==> src/rtl/cpu_types_pkg.sv <==
// Shared CPU pipeline types: stage handshake state and per-stage payload structs.
// Payload structs are cast to a flat WIDTH vector when a generic stage register is instantiated.
package cpu_types_pkg;

  localparam int unsigned XLEN    = 32;
  localparam int unsigned ILEN    = 32;
  localparam int unsigned REG_AW  = 5;
  localparam int unsigned ALUOP_W = 4;

  // Occupancy of an elastic stage register.
  typedef enum logic [1:0] {
    EMPTY = 2'd0,
    ONE   = 2'd1,
    FULL  = 2'd2
  } stage_state_t;

  typedef struct packed {
    logic [XLEN-1:0] pc;
    logic [ILEN-1:0] instr;
  } if_id_t;

  typedef struct packed {
    logic [XLEN-1:0]    pc;
    logic [XLEN-1:0]    rs1_val;
    logic [XLEN-1:0]    rs2_val;
    logic [XLEN-1:0]    imm;
    logic [REG_AW-1:0]  rd;
    logic [ALUOP_W-1:0] alu_op;
    logic               mem_rd;
    logic               mem_wr;
    logic               reg_wr;
  } id_ex_t;

  typedef struct packed {
    logic [XLEN-1:0]   alu_res;
    logic [XLEN-1:0]   store_val;
    logic [REG_AW-1:0] rd;
    logic              mem_rd;
    logic              mem_wr;
    logic              reg_wr;
  } ex_mem_t;

  typedef struct packed {
    logic [XLEN-1:0]   wb_val;
    logic [REG_AW-1:0] rd;
    logic              reg_wr;
  } mem_wb_t;

  localparam int unsigned IF_ID_W  = $bits(if_id_t);
  localparam int unsigned ID_EX_W  = $bits(id_ex_t);
  localparam int unsigned EX_MEM_W = $bits(ex_mem_t);
  localparam int unsigned MEM_WB_W = $bits(mem_wb_t);

endpackage

==> src/rtl/sat_counter.sv <==
// Saturating up-counter with synchronous clear; clear wins over increment.
// Reusable for any performance event counter.
module sat_counter #(
  parameter int unsigned CNT_W = 16
) (
  input  logic             CLK,
  input  logic             nRST,
  input  logic             inc,
  input  logic             clr,
  output logic [CNT_W-1:0] count
);

  localparam logic [CNT_W-1:0] CNT_MAX = {CNT_W{1'b1}};

  always_ff @(posedge CLK or negedge nRST) begin
    if (!nRST) begin
      count <= '0;
    end else if (clr) begin
      count <= '0;
    end else if (inc && (count != CNT_MAX)) begin
      count <= count + CNT_W'(1);
    end
  end

endmodule

==> src/rtl/pipeline_stage_reg.sv <==
// Generic elastic pipeline stage register: valid/ready handshake, one-entry skid buffer,
// synchronous flush to a bubble value, external freeze and a back-pressure cycle counter.
module pipeline_stage_reg
  import cpu_types_pkg::*;
#(
  parameter int unsigned      WIDTH     = 128,
  parameter logic [WIDTH-1:0] NOP_VALUE = '0,
  parameter int unsigned      CNT_W     = 16
) (
  input  logic             CLK,
  input  logic             nRST,
  input  logic             flush,
  input  logic             freeze,
  input  logic             in_valid,
  input  logic [WIDTH-1:0] in_data,
  output logic             in_ready,
  output logic             out_valid,
  output logic [WIDTH-1:0] out_data,
  input  logic             out_ready,
  input  logic             cnt_clr,
  output logic [CNT_W-1:0] stall_cnt
);

  stage_state_t     state_q, state_d;
  logic [WIDTH-1:0] main_q, main_d;
  logic [WIDTH-1:0] skid_q, skid_d;
  logic             main_v_q;
  logic             rdy_q;
  logic             in_fire_c;
  logic             out_fire_c;
  logic             stall_inc_c;
  logic             stall_clr_c;

  // rdy_q mirrors (state != FULL) so the ready path starts at a flop.
  assign in_ready   = rdy_q & ~freeze & ~flush;
  assign in_fire_c  = in_valid & in_ready;
  assign out_fire_c = main_v_q & out_ready & ~freeze & ~flush;

  assign out_valid = main_v_q;
  assign out_data  = main_q;

  // Next-state and datapath select; flush overrides freeze.
  always_comb begin
    state_d = state_q;
    main_d  = main_q;
    skid_d  = skid_q;
    if (flush) begin
      state_d = EMPTY;
      main_d  = NOP_VALUE;
      skid_d  = NOP_VALUE;
    end else if (!freeze) begin
      case (state_q)
        EMPTY: begin
          if (in_fire_c) begin
            state_d = ONE;
            main_d  = in_data;
          end
        end
        ONE: begin
          if (in_fire_c && out_fire_c) begin
            main_d = in_data;
          end else if (in_fire_c) begin
            state_d = FULL;
            skid_d  = in_data;
          end else if (out_fire_c) begin
            state_d = EMPTY;
          end
        end
        FULL: begin
          if (out_fire_c) begin
            state_d = ONE;
            main_d  = skid_q;
          end
        end
        default: begin
          state_d = EMPTY;
        end
      endcase
    end
  end

  always_ff @(posedge CLK or negedge nRST) begin
    if (!nRST) begin
      state_q  <= EMPTY;
      main_q   <= NOP_VALUE;
      skid_q   <= NOP_VALUE;
      main_v_q <= 1'b0;
      rdy_q    <= 1'b1;
    end else begin
      state_q  <= state_d;
      main_q   <= main_d;
      skid_q   <= skid_d;
      main_v_q <= (state_d != EMPTY);
      rdy_q    <= (state_d != FULL);
    end
  end

  // Back-pressure: a beat is presented but downstream refuses it; freeze holds the count.
  assign stall_inc_c = main_v_q & ~out_ready & ~freeze;
  assign stall_clr_c = cnt_clr & ~freeze;

  sat_counter #(
    .CNT_W (CNT_W)
  ) u_stall_cnt (
    .CLK   (CLK),
    .nRST  (nRST),
    .inc   (stall_inc_c),
    .clr   (stall_clr_c),
    .count (stall_cnt)
  );

endmodule

==> config.mk <==
export PLATFORM = sky130hd
export DESIGN_NAME = pipeline_stage_reg
export DESIGN_NICKNAME = d
export VERILOG_FILES = /design/src/rtl/cpu_types_pkg.sv /design/src/rtl/sat_counter.sv /design/src/rtl/pipeline_stage_reg.sv
export SDC_FILE = /design/constraint.sdc
export NUM_CORES = 1
export LEC_CHECK = 0
export BUFFER_PORTS_ARGS = -buffer_cell sky130_fd_sc_hd__buf_2
export CAP_MARGIN = 15
export CORE_MARGIN = 5
export CORE_UTILIZATION = 30
export CTS_CLUSTER_DIAMETER = 60
export DETAILED_ROUTE_END_ITERATION = 10
export GPL_TIMING_DRIVEN = 1
export PLACE_DENSITY = 0.52
export SLEW_MARGIN = 20
export SYNTH_ARGS = -nofsm -noshare
export SYNTH_HDL_FRONTEND = slang
export SYNTH_HIERARCHICAL = 1
export SYNTH_SLANG_ARGS = --single-unit
==> constraint.sdc <==
create_clock -name CLK -period 1.9 [get_ports CLK]
set_input_delay 0.19 -clock CLK [delete_from_list [all_inputs] [get_ports CLK]]
set_output_delay 0.19 -clock CLK [all_outputs]
set_load 0.05 [all_outputs]
After elaboration in Yosys (flattened, before gate mapping)
Cells that the tools add are included.
Widths: inputs -> output; s select.
- memories kept: 0
- input bits: 135
- output and inout bits: 146
- RAM bits: 0
- register bits: 276
- bits in latches: 0
- ROM bits: 0
- equality and inequality tests: 9
- bitwise operators: 12
- multiply operators: 0
- divide/modulo/power cells: 0
- multiplexer cells: 20
- reductions and logical operators: 10
- add/sub/neg operators: 1
- order comparisons: 0
- shifts and indexed selects: 0
- operators with widths (kind ; count):
    $mux 128 ; 9
    $pmux 128 s3 ; 1
    $mux 16 ; 2
    $add 16x1->16 const B ; 1
    $ne 16x16->1 const B ; 1
    $mux 2 ; 7
    $and 1x1->1 ; 9
    $ne 3x3->1 const B ; 3
    $reduce_bool 2->1 ; 4
    $ne 2x2->1 const B ; 3
    $pmux 2 s3 ; 1
    $reduce_and 5->1 ; 1
    $reduce_and 4->1 ; 1
    $reduce_bool 4->1 ; 1
    $not 1->1 ; 3
    $eq 2x1->1 const B ; 1
    $eq 2x2->1 const B ; 1
    $logic_and 1x1->1 ; 2
    $logic_not 2->1 ; 1

Depth between registers and ports, before layout
- word-level depth: 10
- depth in mapped cells: 7
- depth with buffers taken out: 5

Cells and area by module
The synthesis kept the hierarchy.
- by module, submodules not included (module ; cells each ; instances ; area an instance (um2)):
    pipeline_stage_reg ; 1425 ; 1 ; 13101.3
    sat_counter ; 98 ; 1 ; 942.2

Worst setup path after synthesis
Ideal clock, no wire load.
- path type: reg2reg
- from: register rdy_q
- to: register main_v_q, in the netlist out_valid
- buffers on the path: 0
- slack: -0.422 ns
- required time: 1.800 ns
- cell stages (with the launch flop): 4
- data arrival time: 2.222 ns
- cell sequence: dfstp_2 nor3b_1 a221oi_1 a311oi_1
- longest elaborated chain between the ends: 9
- elaborated cells on any way between the ends: 11
- RTL lines (element ; RTL line ; text):
    start: declaration ; pipeline_stage_reg.sv:28 ; logic rdy_q;
    start signal: assignment ; pipeline_stage_reg.sv:94 ; rdy_q <= (state_d != FULL);
    $and 1x1->1 * (2 in a row) ; pipeline_stage_reg.sv:35 ; assign in_ready = rdy_q & ~freeze & ~flush;
    via in_ready ; pipeline_stage_reg.sv:16 ; output logic in_ready,
    $and 1x1->1 * ; pipeline_stage_reg.sv:36 ; assign in_fire_c = in_valid & in_ready;
    $mux 2 or $logic_and 1x1->1 (tied branches) ; pipeline_stage_reg.sv:62, pipeline_stage_reg.sv:60 ;
    $mux 2 ; pipeline_stage_reg.sv:60 ; if (in_fire_c && out_fire_c) begin
    $pmux 2 s3 * ; pipeline_stage_reg.sv:52 ; case (state_q)
    $mux 2 * ; pipeline_stage_reg.sv:51 ; end else if (!freeze) begin
    $mux 2 * ; pipeline_stage_reg.sv:47 ; if (flush) begin
    $reduce_bool 2->1 * ; pipeline_stage_reg.sv:93 ; main_v_q <= (state_d != EMPTY);
    end signal: assignment ; pipeline_stage_reg.sv:93 ;
    end: declaration ; pipeline_stage_reg.sv:27 ; logic main_v_q;
The timed path passes the listed nets; every way through them passes the cells marked *.
A chain may end at the register's enable or synchronous reset.

Worst setup path in the final report
- from: register main_v_q, in the netlist out_valid
- to: register main_q[57], in the netlist out_data[57]
- longest elaborated chain between the ends: 6
- elaborated cells on any way between the ends: 7
- RTL lines (element ; RTL line ; text):
    $and 1x1->1 * (3 in a row) ; pipeline_stage_reg.sv:37 ; assign out_fire_c = main_v_q & out_ready & ~freeze & ~flush;
    $logic_and 1x1->1 ; pipeline_stage_reg.sv:60 ;
    $ne 3x3->1 (no source line) ; n/a ;
    $reduce_and 5->1 (no source line) * ; n/a ;
    end signal: assignment ; pipeline_stage_reg.sv:91 ; main_q <= main_d;
    end: declaration ; pipeline_stage_reg.sv:25 ; logic [WIDTH-1:0] main_q, main_d;
Mark *: on every way between the ends. The rest lies on a longest branch, timed or not.

==> metrics.txt <==
DR vias 12000; cell row count between 70 and 80; clk sink count 276; Antenna Violating Nets Remaining 0; drt first pass iters 5; DR vias/cell ~4.7; Pint 11.4 mW; Yosys top cell area share 49.0%; Detailed Route WL 40800 um; power per cell area 815 mW/mm2; CTS tree yes; reg-to-reg endpoint out_data[57]; die area roughly 0.05 mm2; worst path required time 2320 ps; Critical Path Start out_valid; DRC Markers 0; period utilization a little over nine tenths; Placer Congestion 0.776; Die Ht about 230 um; FILL cells 4549; total CTS buffers 40; RSZ-0062 raised after global routing yes; antenna violations before repair 2; Compound-Gate Fraction of Synth Area approximately a tenth; Reg clk slew, reported paths 60 ps; Slew Viols, Final 0; vias in the first global route 11900; Critical Path Most Common Cell buf_12; Critical Path End Type register; Post-Syn Area 0.0140 mm2; Setup Crit Path Kind reg -> reg; grt ovf 0; Crit path arrival time 2300 ps; CP peak stage delay 420 ps; Max Cap Viol 0; 1st-iter DRT viols 851; number of H-tree levels 2; XOR/XNOR Fraction of Synth Area 0.0624%; total track usage 15.6%; Slew HR 54.0%; worst-path maximum fanout 19; main combinational cell family by area after synthesis simple AND/OR/NAND/NOR gates; top cell type by total area after synthesis dfrtp_1; Psw 4.20 mW; clock share of power between 40% and 50%; Bufs and invs on worst path 3; Final nets 2058; crit path to out_data[57]; Layout Cells excl Fill 2562; crit path launch type register; synth unique cells 45; combinational share of power 12.9%; share of cells above drive strength 1 29.4%; Slowest cell on crit path dfrtp_2; Post-synth EDFFs 0; dpl hpwl about 25000 um; HP Class in -> reg; Clk Latency, worst-skew pair 550 ps; CP Depth 6; Mean Syn Cell Area 9.22 um2; Routed WL per cell between 15 and 20 um; top_reg_cell synth dfrtp_1; first-pass GRT wire length 65200 um; switching share of power 26.9%; Simple-Gate Fraction of Synth Area 24.7%; Final setup viols 0; top cells by area, synth dfrtp_1 (49%), nand2_1 (10%), mux2_2 (10%); cells along the critical path and3b_1, a211oi_4, buf_4, buf_12, buf_12, mux2_2; Post-Synth Adder-Cell Area 0.0891%; status completed; core area 0.0465 mm2; Static Leak 9.18 nW; Syn Nets 1659; sequential share of the synthesized area 49.2%; largest net degree at the start of global routing 129; Die X 226 um; Reg2Reg Setup Slack 20 ps; synth-to-layout area growth 36.3%; port bufs 280; Peak VDD IR approximately 0.00048 V; Max Fclk ~530 MHz; skew final 20.5 ps; Clock Path Buffers 3; YS warnings 6; minimum clock period 1880 ps; critical path's top delay family buffers and inverters; Total Neg Setup Slack 0 ps; Initial Utilization 30.2%; final hold violation count 0; mux cell area share after synthesis 10.6%; worst r2r src out_valid; placed cell count 2350; reg2reg path depth 6; worst slew pin tran 691 ps; CTS root buf clkbuf_16; Cells after Synth 1523; min-delay src freeze; Yosys reg bits between 200 and 300; asr flop ratio synth 100%; Flop pwr share between 30% and 40%; num ports 281
==> layer usage <==
layer / up-vias / wire, um / track usage (%)
met5: - / 7 / 0
met1: 5785 / 18600 / 21.0
met4: 2 / 1060 / 5.51
met3: 69 / 2070 / 3.21
li1: 5830 / - / -
met2: 267 / 19000 / 25.1
==> sequential cells by signal, summed over array words and instances (netlist names) <==
name	cells
out_data	128
skid_q	128
u_stall_cnt/count	16
state_q	2
out_valid	1
rdy_q	1
==> power by group through the flow <==
stage | logic (mW) | clock network [mW] | registers [mW]
floorplan | 0.688 | 0 | 6.65
global placement | 1.79 | 0 | 6.26
detailed placement | 1.81 | 0 | 6.27
CTS | 2.03 | 7.69 | 6.17
global route | 2.18 | 7.94 | 6.19
finish | 2.00 | 7.42 | 6.17
==> Yosys cell counts (3+ instances only) <==
cell / instances
a21oi_1: 142
buf_1: 6
buf_2: 7
buf_4: 13
buf_6: 16
clkbuf_1: 69
clkbuf_2: 8
dfrtp_1: 275
inv_1: 4
mux2_1: 4
mux2_2: 128
nand2_1: 391
nand2b_1: 129
nand3_1: 3
nand4_1: 6
nor2_1: 7
nor2b_1: 134
nor4_1: 4
o21ai_0: 108
o21ai_1: 25
o31ai_1: 7
or3_1: 3
or4_1: 5
==> worst min-delay path by stage <==
stage,endpoint,slack (ps),cells past startpoint
2_1_floorplan,out_data[0],-110,0
3_3_place_gp,u_stall_cnt/count[6],140,1
3_5_place_dp,u_stall_cnt/count[6],150,1
4_1_cts,out_valid,100,4
5_1_grt,u_stall_cnt/count[1],160,5
6_report,out_valid,140,4
==> what timing repair did <==
action,in CTS,in global routing
gates resized for setup,1,8
gates cloned,0,1
endpoints found under the setup margin,15,244
setup buffers,2,6
hold buffers,129,0
pin swaps,1,2
hold endpoints to repair,375,0
==> logic make-up (layout without fill, tap and decap cells) <==
kind of cell,count (synthesis),count (layout)
adder cells (fa/ha/maj),1,1
AND/OR/NAND/NOR,701,702
multiplexers,132,132
buffers and inverters,124,553
other,0,2
AO/OA/AOI/OAI,288,288
XOR/XNOR,1,1
flip-flops,276,276
==> layout by cell type (no fill, tap or decap), drive strengths merged, types with 2 or more instances in the layout <==
master and count:
buf 347, mux2 132, bufinv 2, nor3 2, dlygate4sd3 129, and3 2, inv 12, nor2 8
a211oi 2, clkinvlp 4, a21oi 142, dfrtp 275, o21ai 133, nor3b 2, nand3b 2, o31ai 7
and4 2, nand2 391, nand2b 129, nor4 6, or4 7, clkbuf 54, nand3 3, nand4 7
or3 4, diode 2, clkinv 5, nor2b 134
==> worst reg2reg max path: stages, from the launching register on <==
cell and delay (ps):
dfrtp_2 420, and3b_1 230, a211oi_4 260, buf_4 150
buf_12 160, buf_12 190, mux2_2 360
==> cell type report <==
| class | count | area, um2 | share of cell area (%) |
|---|---|---|---|
| Clock inverter | 19 | 189 | 0.987 |
| Multi-Input combinational cell | 1124 | 6550 | 34.2 |
| Timing Repair Buffer | 476 | 3560 | 18.6 |
| Antenna cell | 2 | 5.00 | 0.0262 |
| Tap cell | 607 | 759 | 3.97 |
| Clock buffer | 54 | 1130 | 5.93 |
| Inverter | 4 | 15.0 | 0.0785 |
| Sequential cell | 276 | 6920 | 36.2 |
==> metrics by stage <==
stage	instance area (um2)	hold slack, ps	util (%)	power, mW	worst slack [ps]
final	19100	142	41.2	15.6	21.6
after global routing	19100	158	41.2	16.3	-93.3
after CTS	19100	99.1	41.0	15.9	15.1
after detailed placement	16400	150	35.3	8.07	-18.5
after global placement	16400	143	35.3	8.05	-11.1
after floorplan	14100	-106	-	7.33	-2.76
Note: power is estimated with default switching activity, not from simulation.
